<file path="src/rtl/lsu_ctrl_if.sv">
// lsu_ctrl_if: request/response and word-memory bus of the load/store sequencer
interface lsu_ctrl_if #(
  parameter int ADDR_W = 17
);
  logic req_valid;
  logic req_ready;
  logic req_we;
  logic [1:0] req_size;
  logic req_unsigned;
  logic [ADDR_W-1:0] req_addr;
  logic [31:0] req_wdata;
  logic rsp_valid;
  logic [31:0] rsp_rdata;
  logic rsp_err;
  logic mem_en;
  logic [3:0] mem_we;
  logic [ADDR_W-3:0] mem_addr;
  logic [31:0] mem_wdata;
  logic [31:0] mem_rdata;
  modport slave (
    input req_valid, req_we, req_size, req_unsigned, req_addr, req_wdata, mem_rdata,
    output req_ready, rsp_valid, rsp_rdata, rsp_err, mem_en, mem_we, mem_addr, mem_wdata
  );
  modport master (
    output req_valid, req_we, req_size, req_unsigned, req_addr, req_wdata, mem_rdata,
    input req_ready, rsp_valid, rsp_rdata, rsp_err, mem_en, mem_we, mem_addr, mem_wdata
  );
endinterface

</file>
<file path="src/rtl/lsu_ctrl.sv">
// lsu_ctrl: byte/half/word load-store sequencer onto word memory; define LSU_MISALIGN_EN to split word-crossing accesses
module lsu_ctrl #(
  parameter int ADDR_W = 17
) (
  input logic clk,
  input logic rst,
  lsu_ctrl_if.slave bus
);
`ifdef LSU_MISALIGN_EN
  typedef enum logic [2:0] {IDLE, ACC0, ACC1, CAP, RESP} state_t;
`else
  typedef enum logic [2:0] {IDLE, ACC0, CAP, RESP} state_t;
`endif
  state_t state, nxt;
  logic we_r, uns_r, err_r, hs, err_in;
  logic [1:0] size_r, off;
  logic [ADDR_W-1:0] addr_r;
  logic [ADDR_W-3:0] w0, w1;
  logic [31:0] wdata_r, rdata_r, lo, hi, r, ext;
  logic [7:0] be64;
  logic [63:0] wd64;
  function automatic logic crosses(input logic [1:0] size, input logic [1:0] o);
    return ({1'b0, o} + (size == 2'd0 ? 3'd1 : size == 2'd1 ? 3'd2 : 3'd4)) > 3'd4;
  endfunction
`ifdef LSU_MISALIGN_EN
  logic cross;
  logic [31:0] lo_buf, hi_buf;
  assign cross = crosses(size_r, off);
  assign err_in = bus.req_size == 2'b11;
  assign lo = cross ? lo_buf : bus.mem_rdata;
  assign hi = cross ? bus.mem_rdata : 32'd0;
  assign bus.mem_en = !rst && (state == ACC0 || state == ACC1);
  always_ff @(posedge clk)
    if (rst) begin
      lo_buf <= '0;
      hi_buf <= '0;
    end else if (state == ACC1 && !we_r) lo_buf <= bus.mem_rdata;
    else if (state == CAP && cross) hi_buf <= bus.mem_rdata;
    else if (state == CAP) lo_buf <= bus.mem_rdata;
`else
  assign err_in = bus.req_size == 2'b11 || crosses(bus.req_size, bus.req_addr[1:0]);
  assign lo = bus.mem_rdata;
  assign hi = 32'd0;
  assign bus.mem_en = !rst && state == ACC0;
`endif
  assign hs = bus.req_valid && bus.req_ready;
  assign bus.req_ready = !rst && state == IDLE;
  assign off = addr_r[1:0];
  assign w0 = addr_r[ADDR_W-1:2];
  assign w1 = w0 + (ADDR_W-2)'(1);
  assign be64 = (size_r == 2'd0 ? 8'h01 : size_r == 2'd1 ? 8'h03 : 8'h0f) << off;
  assign wd64 = {32'd0, wdata_r} << {off, 3'b000};
  assign r = 32'({hi, lo} >> {off, 3'b000});
  assign ext = size_r == 2'd0 ? {{24{!uns_r && r[7]}}, r[7:0]} :
               size_r == 2'd1 ? {{16{!uns_r && r[15]}}, r[15:0]} : r;
  assign bus.mem_addr = state == ACC0 ? w0 : w1;
  assign bus.mem_we = bus.mem_en && we_r ? (state == ACC0 ? be64[3:0] : be64[7:4]) : 4'd0;
  assign bus.mem_wdata = state == ACC0 ? wd64[31:0] : wd64[63:32];
  assign bus.rsp_valid = !rst && state == RESP;
  assign bus.rsp_err = bus.rsp_valid && err_r;
  assign bus.rsp_rdata = rdata_r;
  always_comb begin
    nxt = state;
    case (state)
      IDLE: nxt = hs ? (err_in ? RESP : ACC0) : IDLE;
`ifdef LSU_MISALIGN_EN
      ACC0: nxt = cross ? ACC1 : we_r ? RESP : CAP;
      ACC1: nxt = we_r ? RESP : CAP;
`else
      ACC0: nxt = we_r ? RESP : CAP;
`endif
      CAP: nxt = RESP;
      default: nxt = IDLE;
    endcase
  end
  always_ff @(posedge clk)
    if (rst) begin
      state <= IDLE;
      we_r <= 1'b0;
      uns_r <= 1'b0;
      err_r <= 1'b0;
      size_r <= 2'd0;
      addr_r <= '0;
      wdata_r <= '0;
      rdata_r <= '0;
    end else begin
      state <= nxt;
      if (hs) begin
        we_r <= bus.req_we;
        uns_r <= bus.req_unsigned;
        size_r <= bus.req_size;
        addr_r <= bus.req_addr;
        wdata_r <= bus.req_wdata;
        err_r <= err_in;
      end
      if (nxt == RESP) rdata_r <= state == CAP ? ext : 32'd0;
    end
endmodule

</file>
<file path="src/flat_wrapper.sv">
// flat-port wrapper written by rule: the top's interface ports become plain ports
module lsu_ctrl_flat 
#(
  parameter int ADDR_W = 17
)
  (clk, rst, bus_req_valid, bus_req_we, bus_req_size, bus_req_unsigned, bus_req_addr, bus_req_wdata, bus_mem_rdata, bus_req_ready, bus_rsp_valid, bus_rsp_rdata, bus_rsp_err, bus_mem_en, bus_mem_we, bus_mem_addr, bus_mem_wdata);
  lsu_ctrl_if #(.ADDR_W(ADDR_W)) bus_i ();
  input logic clk;
  input logic rst;
  input wire logic [$bits(bus_i.req_valid)-1:0] bus_req_valid;
  input wire logic [$bits(bus_i.req_we)-1:0] bus_req_we;
  input wire logic [$bits(bus_i.req_size)-1:0] bus_req_size;
  input wire logic [$bits(bus_i.req_unsigned)-1:0] bus_req_unsigned;
  input wire logic [$bits(bus_i.req_addr)-1:0] bus_req_addr;
  input wire logic [$bits(bus_i.req_wdata)-1:0] bus_req_wdata;
  input wire logic [$bits(bus_i.mem_rdata)-1:0] bus_mem_rdata;
  output wire logic [$bits(bus_i.req_ready)-1:0] bus_req_ready;
  output wire logic [$bits(bus_i.rsp_valid)-1:0] bus_rsp_valid;
  output wire logic [$bits(bus_i.rsp_rdata)-1:0] bus_rsp_rdata;
  output wire logic [$bits(bus_i.rsp_err)-1:0] bus_rsp_err;
  output wire logic [$bits(bus_i.mem_en)-1:0] bus_mem_en;
  output wire logic [$bits(bus_i.mem_we)-1:0] bus_mem_we;
  output wire logic [$bits(bus_i.mem_addr)-1:0] bus_mem_addr;
  output wire logic [$bits(bus_i.mem_wdata)-1:0] bus_mem_wdata;
  assign bus_i.req_valid = bus_req_valid;
  assign bus_i.req_we = bus_req_we;
  assign bus_i.req_size = bus_req_size;
  assign bus_i.req_unsigned = bus_req_unsigned;
  assign bus_i.req_addr = bus_req_addr;
  assign bus_i.req_wdata = bus_req_wdata;
  assign bus_i.mem_rdata = bus_mem_rdata;
  assign bus_req_ready = bus_i.req_ready;
  assign bus_rsp_valid = bus_i.rsp_valid;
  assign bus_rsp_rdata = bus_i.rsp_rdata;
  assign bus_rsp_err = bus_i.rsp_err;
  assign bus_mem_en = bus_i.mem_en;
  assign bus_mem_we = bus_i.mem_we;
  assign bus_mem_addr = bus_i.mem_addr;
  assign bus_mem_wdata = bus_i.mem_wdata;
  lsu_ctrl #(.ADDR_W(ADDR_W)) u_core (.clk(clk), .rst(rst), .bus(bus_i));
endmodule
</file>
<file path="config.mk">
export PLATFORM = sky130hd
export DESIGN_NAME = lsu_ctrl_flat
export DESIGN_NICKNAME = d
export VERILOG_FILES = /design/src/rtl/lsu_ctrl_if.sv /design/src/rtl/lsu_ctrl.sv /design/src/flat_wrapper.sv
export SDC_FILE = /design/constraint.sdc
export NUM_CORES = 1
export LEC_CHECK = 0
export BUFFER_PORTS_ARGS = -buffer_cell sky130_fd_sc_hd__buf_2
export CAP_MARGIN = 20
export CORE_MARGIN = 8
export CORE_UTILIZATION = 46
export CTS_CLUSTER_SIZE = 30
export DETAILED_ROUTE_END_ITERATION = 10
export PLACE_DENSITY = 0.77
export SKIP_LAST_GASP = 1
export SYNTH_ARGS = -nofsm -noshare
export SYNTH_HDL_FRONTEND = slang
export SYNTH_SLANG_ARGS = --single-unit
</file>
<file path="constraint.sdc">
create_clock -name clk -period 2.4 [get_ports clk]
set_input_delay 0.6 -clock clk [delete_from_list [all_inputs] [get_ports clk]]
set_output_delay 0.6 -clock clk [all_outputs]
set_load 0.01 [all_outputs]
</file>
== Yosys cells after proc, flatten, opt, wreduce, memory -nomap -nowiden ==
Cells that the tools add are included.

* Add/sub/neg operators: 2
* Multipliers: 0
* Divide/modulo/power cells: 0
* Magnitude comparators: 1
* Eq/ne operators: 7
* Shift operators: 3
* Muxes and demuxes: 15
* Bitwise gates (word level): 0
* Reductions and logical operators: 14

{| class="wikitable"
|+ Operator list
! operator !! count
|-
| $mux 32 || 4
|-
| $shl 32x5->64 || 1
|-
| $shr 32x5->32 || 1
|-
| $add 15x1->15 const B || 1
|-
| $mux 15 || 1
|-
| $mux 4 || 3
|-
| $eq 3x2->1 const B || 3
|-
| $mux 3 || 3
|-
| $pmux 3 s3 || 1
|-
| $logic_and 1x1->1 || 8
|-
| $mux 8 || 1
|-
| $shl 8x2->8 || 1
|-
| $eq 2x1->1 const B || 2
|-
| $logic_not 2->1 || 2
|-
| $add 2x3->3 || 1
|-
| $eq 3x1->1 const B || 1
|-
| $gt 3x3->1 const B || 1
|-
| $logic_not 3->1 || 1
|-
| $eq 2x2->1 const B || 1
|-
| $logic_not 1->1 || 2
|-
| $mux 2 || 1
|-
| $logic_or 1x1->1 || 1
|-
| $mux 1 || 1
|}

* Register bits after elaboration: 89
* Latch bits: 0
* Bits in writable memories: 0
* ROM bits: 0
* Bits of input ports: 88
* Output and inout bits: 87
* Word-level logic and storage cells: 50
* Memories: 0

== Longest topological paths before layout ==
* Depth in word-level cells: 10
* Mapped depth: 10

== Worst setup path after synthesis ==
No wires, ideal clock.

* Kind: input -> register
* Start point: in bus_req_size[1]
* End point: reg u_core.rdata_r[21], in the netlist u_core.bus.rsp_rdata[21]
* Library setup time: 0.095 ns
* Arrival: 2.429 ns
* Data required time: 2.305 ns
* Setup slack: -0.124 ns
* Cell stages on the path: 9
* Path buffers: 1
* Cell sequence: nor2_1 ha_1 inv_1 fa_1 nor2b_1 o21bai_1 nand3_1 clkbuf_1 a221oi_1

* Word-level cells in the longest chain between the ends: 10
* Elaborated cells between the ends (all ways): 12

{| class="wikitable"
|+ Ends and longest elaborated chain
! element !! RTL line !! text
|-
| start, declared || flat_wrapper.sv:12 || <nowiki>input wire logic [$bits(bus_i.req_size)-1:0] bus_req_size;</nowiki>
|-
| $eq 2x1->1 || lsu_ctrl.sv:23 || <nowiki>return ({1'b0, o} + (size == 2'd0 ? 3'd1 : size == 2'd1 ? 3'd2 : 3'd4)) > 3'd4;</nowiki>
|-
| $mux 3 (2 in a row) || lsu_ctrl.sv:23 ||
|-
| $add 2x3->3 || lsu_ctrl.sv:23 ||
|-
| $gt 3x3->1 || lsu_ctrl.sv:23 ||
|-
| $logic_or 1x1->1 * || lsu_ctrl.sv:41 || <nowiki>assign err_in = bus.req_size == 2'b11 || crosses(bus.req_size, bus.req_addr[1:0]);</nowiki>
|-
| $mux 2 * || lsu_ctrl.sv:65 || <nowiki>IDLE: nxt = hs ? (err_in ? RESP : ACC0) : IDLE;</nowiki>
|-
| $mux 3 * || lsu_ctrl.sv:65 ||
|-
| $pmux 3 s3 * || lsu_ctrl.sv:64 || <nowiki>case (state)</nowiki>
|-
| $eq 3x2->1 * || lsu_ctrl.sv:96 || <nowiki>if (nxt == RESP) rdata_r <= state == CAP ? ext : 32'd0;</nowiki>
|-
| end signal, assigned || lsu_ctrl.sv:96 ||
|-
| end, declared || lsu_ctrl.sv:19 || <nowiki>logic [31:0] wdata_r, rdata_r, lo, hi, r, ext;</nowiki>
|}

Every way passes the cells marked *; elsewhere a longest branch is shown, timed or not.
A chain may end at the register's enable or synchronous reset.

== Final worst setup path ==
* Start point: reg u_core.state[1]
* End point: out bus_mem_addr[10]

* Word-level cells in the longest chain between the ends: 2

{| class="wikitable"
|+ Ends and longest elaborated chain
! element !! RTL line !! text
|-
| start, declared || lsu_ctrl.sv:14 || <nowiki>state_t state, nxt;</nowiki>
|-
| start signal, assigned || lsu_ctrl.sv:87 || <nowiki>state <= nxt;</nowiki>
|-
| $eq 3x1->1 || lsu_ctrl.sv:56 || <nowiki>assign bus.mem_addr = state == ACC0 ? w0 : w1;</nowiki>
|-
| $mux 15 || lsu_ctrl.sv:56 ||
|-
| end, declared || flat_wrapper.sv:23 || <nowiki>output wire logic [$bits(bus_i.mem_addr)-1:0] bus_mem_addr;</nowiki>
|}

No other way between the ends.

==> run summary <==
Detail-routed net length per standard cell: 17.1 um
Adder-Cell Fraction of Synth Area: 2.05%
Worst Setup End Kind: output pin
Failing checks: setup timing
Row count: 39
CP Max Fanout: 4
Crit Path Category: reg -> out
Final wirelength: 16.5 mm
Post-synthesis simple-gate area fraction: 30.4%
Post-synthesis mux area share: 13.2%
Cells after Synth: 646
Syn Nets: 742
Die Y: 123 um
R2r setup slk: 0.22 ns
Leak pwr: 0.00323 uW
Grt ovf: 0
Seq/Total Area, Yosys: 33.5%
Vias: 5321
Critical path cell sequence: inv_2, ha_4, buf_6, nor2b_4, and4_4, nand4_1, xnor2_1, buf_2
Initial DRC Count: 445
Worst-margin pin slew: 0.597 ns
Initial Util: 46.6%
First-pass GRT wire length: 25.7 mm
Tmin final: 2.47 ns
Critical Path Start Type: flop
Fraction of layout cells with a size suffix above 1: 33.8%
Slew margin rel.: 60.2%
CTS Hold Bufs: 0
Placed wire-length estimate: 11.8 mm
Post-Synth XOR/XNOR Area: 2.33%
Setup TNS: -0.246 ns
RSZ-0062 raised after global routing: true
Worst-Skew Late Latency: 0.34 ns
R2r endpoint: u_core.bus.rsp_rdata[24]
Final ANT Viol Nets: 0
Hold Violations, Final: 0
Critical Path RT: 1.80 ns
Number of synthesized flops with an enable pin: 0
Worst setup margin: -0.0651 ns
# port buffers: 174
Post-synth top cells: nand2_1, dfxtp_1, nand3b_1
Post-Synthesis Cell Area: 5250 um^2
FFs w/ async S/R, synth: 0%
Hold Path Class: in -> reg
Clk pin slew, worst setup/hold paths: 0.06 ns
Crit path capture: bus_mem_addr[10]
Fmax: 406 MHz
Max-slew violation count: 0
Top cells by area, synth: dfxtp_1, mux2i_1, nand2_1
PwrDens: 744 nW/um^2
Count leader, synth: nand2_1
CTS Buf Count: 9
Die area: 15100 um^2
Complex-gate fraction of the synthesized area: 13.5%
Synth cell types: 46
Synth top area share: 33.5%
Largest family of logic cells by synthesized area: simple AND/OR/NAND/NOR gates
Final Wtd Congestion: 0.858
Global-route usage over all layers: 21.2%
Status: finished, violations left
Clock tree buffer depth: 2
Max incr delay on CP: 0.33 ns
I/O pins: 175
Slowest cell on crit path: dfxtp_2
Antenna cell count: 0
Synth Register Bits: 88
Critical path origin: u_core.state[1]
Post-synth top flop: dfxtp_1
CTS Sinks: 88
Chip Width: 123 um
Worst Reg-to-Reg Cells: 9
Area added between synthesis and finish: 32.4%
TritonCTS clock tree: built
Maxcap violations: 0
Via/cell ratio: 5.51
Fin nets: 913
Vias in the first global route: 5198
H-tree lvl count: 3
Skew final: 0.00544 ns
Core area: 11300 um^2
Largest net degree at the start of global routing: 74
Worst r2r src: u_core.state[1]
First-pass iteration count of the detailed router: 5
Root buf cell: clkbuf_16
Crit path arrival time: 1.87 ns
Util after Layout: 61.7%
Final period util: 103%
Final setup vio count: 9
Yosys top cell by area: dfxtp_1
Avg Inst Size Synth: 8.13 um^2
Initial antenna violation count: 0
Ys Warns: 0
Peak VDD IR: 0.442 mV
Detailed-route DRC error count: 0
state kept, by name (all words and copies together), names as in the netlist:
| name | flops |
|---|---|
| u_core.bus.rsp_rdata | 32 |
| u_core.wdata_r | 32 |
| u_core.addr_r | 17 |
| u_core.we_r | 1 |
| u_core.state | 2 |
| u_core.err_r | 1 |
| u_core.size_r | 2 |
| u_core.uns_r | 1 |
through the flow:
stage / hold slack [ns] / cell area [um^2] / power (uW) / instances / setup slack, ns
final: 0.437 / 6960 / 5180 / 965 / -0.0651
after global routing: 0.429 / 6960 / 5480 / 965 / -0.169
after CTS: 0.425 / 6850 / 5150 / 960 / -0.0733
after detailed placement: 0.462 / 6350 / 3460 / 936 / -0.164
after global placement: 0.451 / 6350 / 3440 / 936 / -0.111
after floorplan: 0.432 / 5300 / 2920 / 646 / -0.0222
power by group:
group | internal (uW) | total, uW | switching (uW)
clock network | 1020 | 1600 | 583
logic | 777 | 1720 | 947
registers | 1670 | 1850 | 178
critical path: cells and delay by family (launching register included):
| family | cells | cell delay (ns) |
|---|---|---|
| fa+ha+maj | 1 | 0.18 |
| buf+inv | 3 | 0.34 |
| simple gates | 3 | 0.51 |
| xor+xnor | 1 | 0.17 |
| flops | 1 | 0.33 |
what timing repair did:
item | in CTS | in global routing
setup endpoints to repair | 38 | 46
cloned | 0 | 2
setup buffers | 9 | 2
pin swaps | 11 | 12
gates resized for setup | 36 | 17
cell type report:
class / instances / area [um^2]
Timing Repair Buffer: 212 / 1230
Tap cell: 143 / 179
Sequential cell: 88 / 1770
Clock inverter: 5 / 104
Clock buffer: 11 / 233
Inverter: 7 / 26.3
Multi-Input combinational cell: 499 / 3420
Fill cell: 1005 / 4320
how the worst min path moves through the flow:
stage,start,end,slack (ns),cells past startpoint
4_1_cts,bus_req_addr[10],u_core.addr_r[10],0.42,3
6_report,bus_req_addr[12],u_core.addr_r[12],0.44,3
2_1_floorplan,u_core.err_r,u_core.err_r,0.43,2
5_1_grt,bus_req_addr[12],u_core.addr_r[12],0.43,3
3_5_place_dp,u_core.err_r,u_core.err_r,0.46,2
3_3_place_gp,u_core.err_r,u_core.err_r,0.45,2
cells in the final DEF, fill, tap and decap left out, drive strengths merged:
cell,n
nor2,31
and2,3
a22oi,8
nand3,13
a21oi,14
inv,8
xor2,2
or2,1
nor3,3
ha,7
fa,1
o211ai,15
buf,211
and3,10
a31oi,2
a21o,1
clkinvlp,1
mux2i,58
and4,2
a221oi,17
nand2b,40
o22ai,8
xnor2,12
o21bai,1
o31ai,2
nand2,134
or3b,1
mux2,8
a22o,8
nor2b,11
and3b,1
bufinv,3
mux4,1
o21ai,20
nand3b,60
a211oi,1
a31o,1
dfxtp,88
clkbuf,12
nand4,2
routing by layer:
layer | part of all wire (%) | track usage (%)
met2 | 47 | 34.6
met3 | 9.6 | 5.84
met4 | 1.6 | 7.77
met5 | 0 | 0
met1 | 42 | 26.1
cell families after synthesis:
family | count (synthesis)
and+or+nand+nor | 311
xor gates and xnor gates | 14
DFF | 88
AOI/OAI and AO/OA | 98
muxes | 67
adders and majority gates | 8
buffers and inverters | 60
Note: power is estimated with default switching activity, not from simulation.
